### config.mk
export PLATFORM = sky130hd
export DESIGN_NAME = host_link_bridge_flat
export DESIGN_NICKNAME = d
export VERILOG_FILES = /design/src/rtl/host_link_bridge_if.sv /design/src/rtl/host_link_bridge.sv /design/src/flat_wrapper.sv
export SDC_FILE = /design/constraint.sdc
export NUM_CORES = 1
export LEC_CHECK = 0
export ABC_AREA = 1
export BUFFER_PORTS_ARGS = -buffer_cell sky130_fd_sc_hd__buf_2
export CAP_MARGIN = 10
export CORE_AREA = 3 3 137 139
export DETAILED_ROUTE_END_ITERATION = 10
export DIE_AREA = 0 0 140 142
export GPL_TIMING_DRIVEN = 0
export PLACE_DENSITY = 0.81
export SETUP_SLACK_MARGIN = 0.3
export SLEW_MARGIN = 20
export SYNTH_ARGS = -nofsm -noshare
export SYNTH_HDL_FRONTEND = slang
export SYNTH_SLANG_ARGS = --single-unit
### constraint.sdc
create_clock -name clk -period 4.4 [get_ports clk]
set_clock_uncertainty 0.2 [all_clocks]
set_input_delay 0.88 -clock clk [delete_from_list [all_inputs] [get_ports clk]]
set_output_delay 0.88 -clock clk [all_outputs]
set_load 0.02 [all_outputs]
### src/rtl/host_link_bridge_if.sv
// Handshake bundle between host_link_bridge and its surroundings: host byte link,
// control-unit instruction port, readback push port and status flags.
interface host_link_bridge_if;
   logic        rx_valid;
   logic [7:0]  rx_data;
   logic        rx_ready;
   logic        instr_ready;
   logic        instr_ack;
   logic [31:0] instr_out;
   logic        readback_ready;
   logic        readback_write;
   logic [31:0] readback_data;
   logic        tx_valid;
   logic [7:0]  tx_data;
   logic        tx_ready;
   logic        rx_timeout;
   logic        rb_overflow;

   // The bridge itself
   modport slave (
      input  rx_valid, rx_data, instr_ack, readback_write, readback_data, tx_ready,
      output rx_ready, instr_ready, instr_out, readback_ready, tx_valid, tx_data,
             rx_timeout, rb_overflow
   );

   // Host link, control unit and readback source seen as one driver
   modport master (
      output rx_valid, rx_data, instr_ack, readback_write, readback_data, tx_ready,
      input  rx_ready, instr_ready, instr_out, readback_ready, tx_valid, tx_data,
             rx_timeout, rb_overflow
   );
endinterface

### src/rtl/host_link_bridge.sv
// Host byte-stream bridge: packs 4 host bytes (MSB first) into an instruction word
// for the control unit, and serialises buffered 32-bit readback words back to the host.
module host_link_bridge #(
   parameter int TIMEOUT_CYCLES = 500000,
   parameter int RB_FIFO_DEPTH  = 4
) (
   input  logic             clk,
   input  logic             reset,
   host_link_bridge_if.slave link
);
   localparam int PW = $clog2(RB_FIFO_DEPTH);
   localparam int CW = PW + 1;
   localparam int TW = (TIMEOUT_CYCLES > 1) ? $clog2(TIMEOUT_CYCLES) : 1;

   typedef enum logic {RX_ASSEMBLE, RX_HOLD} rx_state_t;
   typedef enum logic [1:0] {TX_IDLE, TX_LOAD, TX_SEND} tx_state_t;

   // ------------------------------------------------------------------ RX path
   rx_state_t   rx_state_reg;
   logic [1:0]  byte_cnt_reg;
   logic [TW-1:0] idle_cnt_reg;
   logic        instr_ready_reg;
   logic        rx_timeout_reg;
   logic [7:0]  instr_byte_reg [4];
   logic        rx_accept;
   logic        timeout_hit;

   assign rx_accept          = link.rx_valid && !instr_ready_reg;
   assign link.rx_ready      = !instr_ready_reg;
   assign link.instr_ready   = instr_ready_reg;
   assign link.rx_timeout    = rx_timeout_reg;

   generate
      if (TIMEOUT_CYCLES != 0) begin : g_timeout
         // A byte arriving on the expiry clk takes priority over the discard
         assign timeout_hit = (rx_state_reg == RX_ASSEMBLE) && (byte_cnt_reg != 2'd0) &&
                              !rx_accept && (idle_cnt_reg == TW'(TIMEOUT_CYCLES - 1));
      end else begin : g_no_timeout
         assign timeout_hit = 1'b0;
      end
   endgenerate

   always_ff @(posedge clk or posedge reset) begin
      if (reset) begin
         rx_state_reg    <= RX_ASSEMBLE;
         byte_cnt_reg    <= 2'd0;
         idle_cnt_reg    <= '0;
         instr_ready_reg <= 1'b0;
         rx_timeout_reg  <= 1'b0;
      end else begin
         rx_timeout_reg <= 1'b0;
         case (rx_state_reg)
            RX_ASSEMBLE: begin
               if (rx_accept) begin
                  idle_cnt_reg <= '0;
                  byte_cnt_reg <= byte_cnt_reg + 2'd1;
                  if (byte_cnt_reg == 2'd3) begin
                     instr_ready_reg <= 1'b1;
                     rx_state_reg    <= RX_HOLD;
                  end
               end else if (timeout_hit) begin
                  idle_cnt_reg   <= '0;
                  byte_cnt_reg   <= 2'd0;
                  rx_timeout_reg <= 1'b1;
               end else if (byte_cnt_reg != 2'd0) begin
                  idle_cnt_reg <= idle_cnt_reg + TW'(1);
               end else begin
                  idle_cnt_reg <= '0;
               end
            end
            RX_HOLD: begin
               if (link.instr_ack) begin
                  instr_ready_reg <= 1'b0;
                  byte_cnt_reg    <= 2'd0;
                  rx_state_reg    <= RX_ASSEMBLE;
               end
            end
            default: rx_state_reg <= RX_ASSEMBLE;
         endcase
      end
   end

   genvar gi;
   generate
      for (gi = 0; gi < 4; gi++) begin : g_lane
         always_ff @(posedge clk or posedge reset) begin
            if (reset)
               instr_byte_reg[gi] <= 8'h00;
            else if (rx_accept && rx_state_reg == RX_ASSEMBLE && byte_cnt_reg == 2'(gi))
               instr_byte_reg[gi] <= link.rx_data;
         end
         assign link.instr_out[31-8*gi -: 8] = instr_byte_reg[gi];
      end
   endgenerate

   // ------------------------------------------------------------ readback FIFO
   logic [31:0]   fifo_mem [RB_FIFO_DEPTH];
   logic [31:0]   rd_data_reg;
   logic [PW-1:0] wr_ptr_reg;
   logic [PW-1:0] rd_ptr_reg;
   logic [CW-1:0] count_reg;
   logic          rb_overflow_reg;
   logic          fifo_full;
   logic          fifo_empty;
   logic          push;
   logic          pop;
   tx_state_t     tx_state_reg;

   assign fifo_full           = (count_reg == CW'(RB_FIFO_DEPTH));
   assign fifo_empty          = (count_reg == '0);
   assign push                = link.readback_write && !fifo_full;
   assign pop                 = (tx_state_reg == TX_IDLE) && !fifo_empty;
   assign link.readback_ready = !fifo_full;
   assign link.rb_overflow    = rb_overflow_reg;

   always_ff @(posedge clk) begin
      if (push)
         fifo_mem[wr_ptr_reg] <= link.readback_data;
   end

   always_ff @(posedge clk) begin
      if (pop)
         rd_data_reg <= fifo_mem[rd_ptr_reg];
   end

   always_ff @(posedge clk or posedge reset) begin
      if (reset) begin
         wr_ptr_reg      <= '0;
         rd_ptr_reg      <= '0;
         count_reg       <= '0;
         rb_overflow_reg <= 1'b0;
      end else begin
         if (push)
            wr_ptr_reg <= wr_ptr_reg + PW'(1);
         if (pop)
            rd_ptr_reg <= rd_ptr_reg + PW'(1);
         if (push && !pop)
            count_reg <= count_reg + CW'(1);
         else if (pop && !push)
            count_reg <= count_reg - CW'(1);
         // Full-time writes are lost even if the same clk frees a slot
         if (link.readback_write && fifo_full)
            rb_overflow_reg <= 1'b1;
      end
   end

   // ------------------------------------------------------------------ TX path
   logic [23:0] tx_shift_reg;
   logic [1:0]  tx_idx_reg;
   logic        tx_valid_reg;
   logic [7:0]  tx_data_reg;

   assign link.tx_valid = tx_valid_reg;
   assign link.tx_data  = tx_data_reg;

   always_ff @(posedge clk or posedge reset) begin
      if (reset) begin
         tx_state_reg <= TX_IDLE;
         tx_shift_reg <= 24'h0;
         tx_idx_reg   <= 2'd0;
         tx_valid_reg <= 1'b0;
         tx_data_reg  <= 8'h00;
      end else begin
         case (tx_state_reg)
            TX_IDLE: begin
               if (!fifo_empty)
                  tx_state_reg <= TX_LOAD;
            end
            TX_LOAD: begin
               tx_valid_reg <= 1'b1;
               tx_data_reg  <= rd_data_reg[31:24];
               tx_shift_reg <= rd_data_reg[23:0];
               tx_idx_reg   <= 2'd0;
               tx_state_reg <= TX_SEND;
            end
            TX_SEND: begin
               if (link.tx_ready) begin
                  if (tx_idx_reg == 2'd3) begin
                     tx_valid_reg <= 1'b0;
                     tx_state_reg <= TX_IDLE;
                  end else begin
                     tx_data_reg  <= tx_shift_reg[23:16];
                     tx_shift_reg <= {tx_shift_reg[15:0], 8'h00};
                     tx_idx_reg   <= tx_idx_reg + 2'd1;
                  end
               end
            end
            default: tx_state_reg <= TX_IDLE;
         endcase
      end
   end
endmodule
### src/flat_wrapper.sv
// flat-port wrapper written by rule: the top's interface ports become plain ports
module host_link_bridge_flat 
#(
   parameter int TIMEOUT_CYCLES = 500000,
   parameter int RB_FIFO_DEPTH  = 4
)
  (clk, reset, link_rx_valid, link_rx_data, link_instr_ack, link_readback_write, link_readback_data, link_tx_ready, link_rx_ready, link_instr_ready, link_instr_out, link_readback_ready, link_tx_valid, link_tx_data, link_rx_timeout, link_rb_overflow);
  host_link_bridge_if link_i ();
  input  logic clk;
  input  logic reset;
  input wire logic [$bits(link_i.rx_valid)-1:0] link_rx_valid;
  input wire logic [$bits(link_i.rx_data)-1:0] link_rx_data;
  input wire logic [$bits(link_i.instr_ack)-1:0] link_instr_ack;
  input wire logic [$bits(link_i.readback_write)-1:0] link_readback_write;
  input wire logic [$bits(link_i.readback_data)-1:0] link_readback_data;
  input wire logic [$bits(link_i.tx_ready)-1:0] link_tx_ready;
  output wire logic [$bits(link_i.rx_ready)-1:0] link_rx_ready;
  output wire logic [$bits(link_i.instr_ready)-1:0] link_instr_ready;
  output wire logic [$bits(link_i.instr_out)-1:0] link_instr_out;
  output wire logic [$bits(link_i.readback_ready)-1:0] link_readback_ready;
  output wire logic [$bits(link_i.tx_valid)-1:0] link_tx_valid;
  output wire logic [$bits(link_i.tx_data)-1:0] link_tx_data;
  output wire logic [$bits(link_i.rx_timeout)-1:0] link_rx_timeout;
  output wire logic [$bits(link_i.rb_overflow)-1:0] link_rb_overflow;
  assign link_i.rx_valid = link_rx_valid;
  assign link_i.rx_data = link_rx_data;
  assign link_i.instr_ack = link_instr_ack;
  assign link_i.readback_write = link_readback_write;
  assign link_i.readback_data = link_readback_data;
  assign link_i.tx_ready = link_tx_ready;
  assign link_rx_ready = link_i.rx_ready;
  assign link_instr_ready = link_i.instr_ready;
  assign link_instr_out = link_i.instr_out;
  assign link_readback_ready = link_i.readback_ready;
  assign link_tx_valid = link_i.tx_valid;
  assign link_tx_data = link_i.tx_data;
  assign link_rx_timeout = link_i.rx_timeout;
  assign link_rb_overflow = link_i.rb_overflow;
  host_link_bridge #(.TIMEOUT_CYCLES(TIMEOUT_CYCLES), .RB_FIFO_DEPTH(RB_FIFO_DEPTH)) u_core (.clk(clk), .reset(reset), .link(link_i));
endmodule
==> impl_metrics.ini <==
[run_status]
status = finished, final reports clean

[cts]
numCtsBuffers = 26
clkTransAtPathRegs_ns = 0.06
cts_max_level = 1
clock-sinks = 261
ctsResizeCount = 0
root_buffer = clkbuf_16
cts.path.max_buffers = 3
cts_tree = built
clk_latency_ns = 0.53
cts_setup_buffers = 0
cts_hold_buf = 0

[drt]
drt_iter0_drc = 637
post-route-drc-count = 0
drt_wl_total_mm = 21.0
vias = 6986
drtPass1Iterations = 5
post_drt_wl_per_cell_um = 16.7
detail_route.vias_per_cell = 5.55
drtAntennaViolNets = 0

[floorplan]
pin_count = 92
chipHeight_um = 142
dieArea_um2 = 19900
dieWidth_um = 140
core_um2 = 17800
initial_core_util_pct = 58.4
num_rows = 49

[power]
powerDensity_nw_per_um2 = 726
ir_drop_mv = 0.457
p_leak_nw = 4.86

[setup_path]
critPathRequiredTime_ns = 4.61
endpoint_kind = flop
worstSetupStartpointType = flop
r2r_setup_slack_ns = 1.89
r2r-start = u_core.count_reg[0]$_DFFE_PP0P_
crit_type = reg2reg
worst_ep_arrival_time_ns = 2.72
reg2reg_depth = 5
r2r_end = u_core.count_reg[1]$_DFFE_PP0P_
path_max_fanout = 4

[sta]
finalCritPeriodShare_pct = 57.0
min_period_ns = 2.51
max_slew_margin_pct = 45.5
setup-tns-final_ns = 0
finalHoldViolCount = 0
setup_viol = 0
postLayoutSetupSlackWorst_ns = 1.89
drv_slew = 0
grt_setup_unrepaired = no
tightest_slew_ns = 0.811
fmax_mhz = 398

[yosys]
synth_edf_count = 160
ys_seq_area_share_pct = 70.6
yosysWarnings = 0
synthCells = 885
synth_cell_types = 35
netlist_area_um2 = 10400
async_flop_share_pct = 38.7
syn-num-nets = 943
postSynthAreaPerCell_um2 = 11.7
ys_dominant_reg_cell = edfxtp_1
ys_seq_elements = 261

[layout]
final_common_cell = edfxtp_1
layout-drive-gt1-share_pct = 18.4
fillCellCount = 1254
largest_reg_flops = 128
fin_nets = 1067
syn_to_final_growth_pct = 16.9
ff_latch_area_um2 = 7330
diodes = 0
layout_common_cells = edfxtp_1 (160), nand2_1 (152), o21ai_0 (130), buf_2 (106), nor2_1 (105)
multiInputGateArea_um2 = 2680

[min_path]
hp-class = in2async

[job]
cap_violations = 0

[grt]
antenna_found_initial = 0
grt_pass1_wl_mm = 33.9
grt_pass1_vias = 6899
met2_usage_pct = 36.5
busiest_layer = met2
grtUsageMet1_pct = 27.3
grt_max_degree = 64
met3_usage_pct = 3.73
grt_overflow = 0
grt_usage_pct = 21.0

[placement]
hpwl_mm = 14.0
port-buffer-count = 91
dp_slack_ns = 1.58
place.gp.congestion = 0.859
-- report_power, final --
group          internal (mW)  leakage (nW)  switching [mW]
Combinational          0.867          1.69            1.92
Sequential              3.52          2.75           0.318
Clock                   1.31         0.419           0.886
-- metal layers --
metal | wire length, µm | vias to the layer above
met1 | 8290 | 3327
met3 | 1650 | 46
met2 | 10600 | 316
met5 | 0 | -
li1 | - | 3297
met4 | 439 | 0
-- metrics by stage --
step | total power, mW | util, % | area (µm²) | instances | hold WS, ns
floorplan | 5.65 | - | 10400 | 885 | 0.246
global route | 9.34 | 68.3 | 12100 | 1258 | 0.168
CTS | 8.85 | 68.3 | 12100 | 1258 | 0.155
finish | 8.82 | 68.3 | 12100 | 1258 | 0.145
global placement | 6.47 | 62.6 | 11100 | 1205 | 0.247
detailed placement | 6.64 | 63.5 | 11300 | 1210 | 0.257
-- synth_stat cells (2+ instances only) --
cell type | instances | area (µm²)
nor2_1 | 109 | 409
nand3_2 | 2 | 20.0
inv_1 | 57 | 214
o21ai_2 | 8 | 70.1
nor2_4 | 3 | 33.8
o22ai_1 | 32 | 200
ha_1 | 11 | 138
xor2_1 | 11 | 96.3
o21ai_0 | 130 | 651
nand2_2 | 5 | 31.3
buf_2 | 15 | 75.1
o21ai_1 | 10 | 50.1
nand4_1 | 3 | 18.8
clkbuf_1 | 19 | 71.3
edfxtp_1 | 160 | 4800
a31oi_1 | 8 | 50.1
xnor2_1 | 5 | 43.8
o22ai_2 | 2 | 25.0
dfrtp_1 | 101 | 2530
o211ai_1 | 8 | 60.1
inv_2 | 2 | 7.51
nand2_1 | 152 | 571
nand3_1 | 20 | 100
-- worst max-delay path by stage --
stage	start	to	cells past startpoint	slack (ns)
after floorplan	reset	u_core.byte_cnt_reg[0]$_DFFE_PP0P_	1	0.67
after global placement	reset	u_core.tx_shift_reg[5]$_DFFE_PP0P_	2	-0.52
after detailed placement	link_readback_write	u_core.count_reg[1]$_DFFE_PP0P_	7	1.58
after CTS	u_core.count_reg[0]$_DFFE_PP0P_	u_core.rd_data_reg[26]$_DFFE_PP_	2	1.85
after global routing	u_core.count_reg[0]$_DFFE_PP0P_	u_core.count_reg[2]$_DFFE_PP0P_	8	1.70
final	u_core.count_reg[0]$_DFFE_PP0P_	u_core.count_reg[1]$_DFFE_PP0P_	5	1.89
-- cells by family after synthesis --
| family | synth area share [%] |
|---|---|
| DFF | 70.6 |
| xor gates and xnor gates | 1.35 |
| muxes | 0.108 |
| adders and majority gates | 1.52 |
| buffers and inverters | 3.96 |
| and+or+nand+nor | 11.6 |
| AOI/OAI and AO/OA | 10.9 |
-- worst max-delay path: stages (launching register included) --
cell and delay (ns):
dfrtp_1 0.43, o31ai_1 0.73, ha_1 0.26, inv_1 0.07, fa_1 0.43, mux2_2 0.27
-- final cells by class --
| type | instances | share of cell area (%) |
|---|---|---|
| buffer | 37 | 1.48 |
| clock buffer | 38 | 6.21 |
| clock inverter | 10 | 0.886 |
| inverter | 61 | 1.95 |
| multi-input combinational | 526 | 22.0 |
| sequential | 261 | 60.4 |
| tap | 229 | 2.36 |
| timing repair buffer | 96 | 4.70 |
Note: power is estimated with default switching activity, not from simulation.
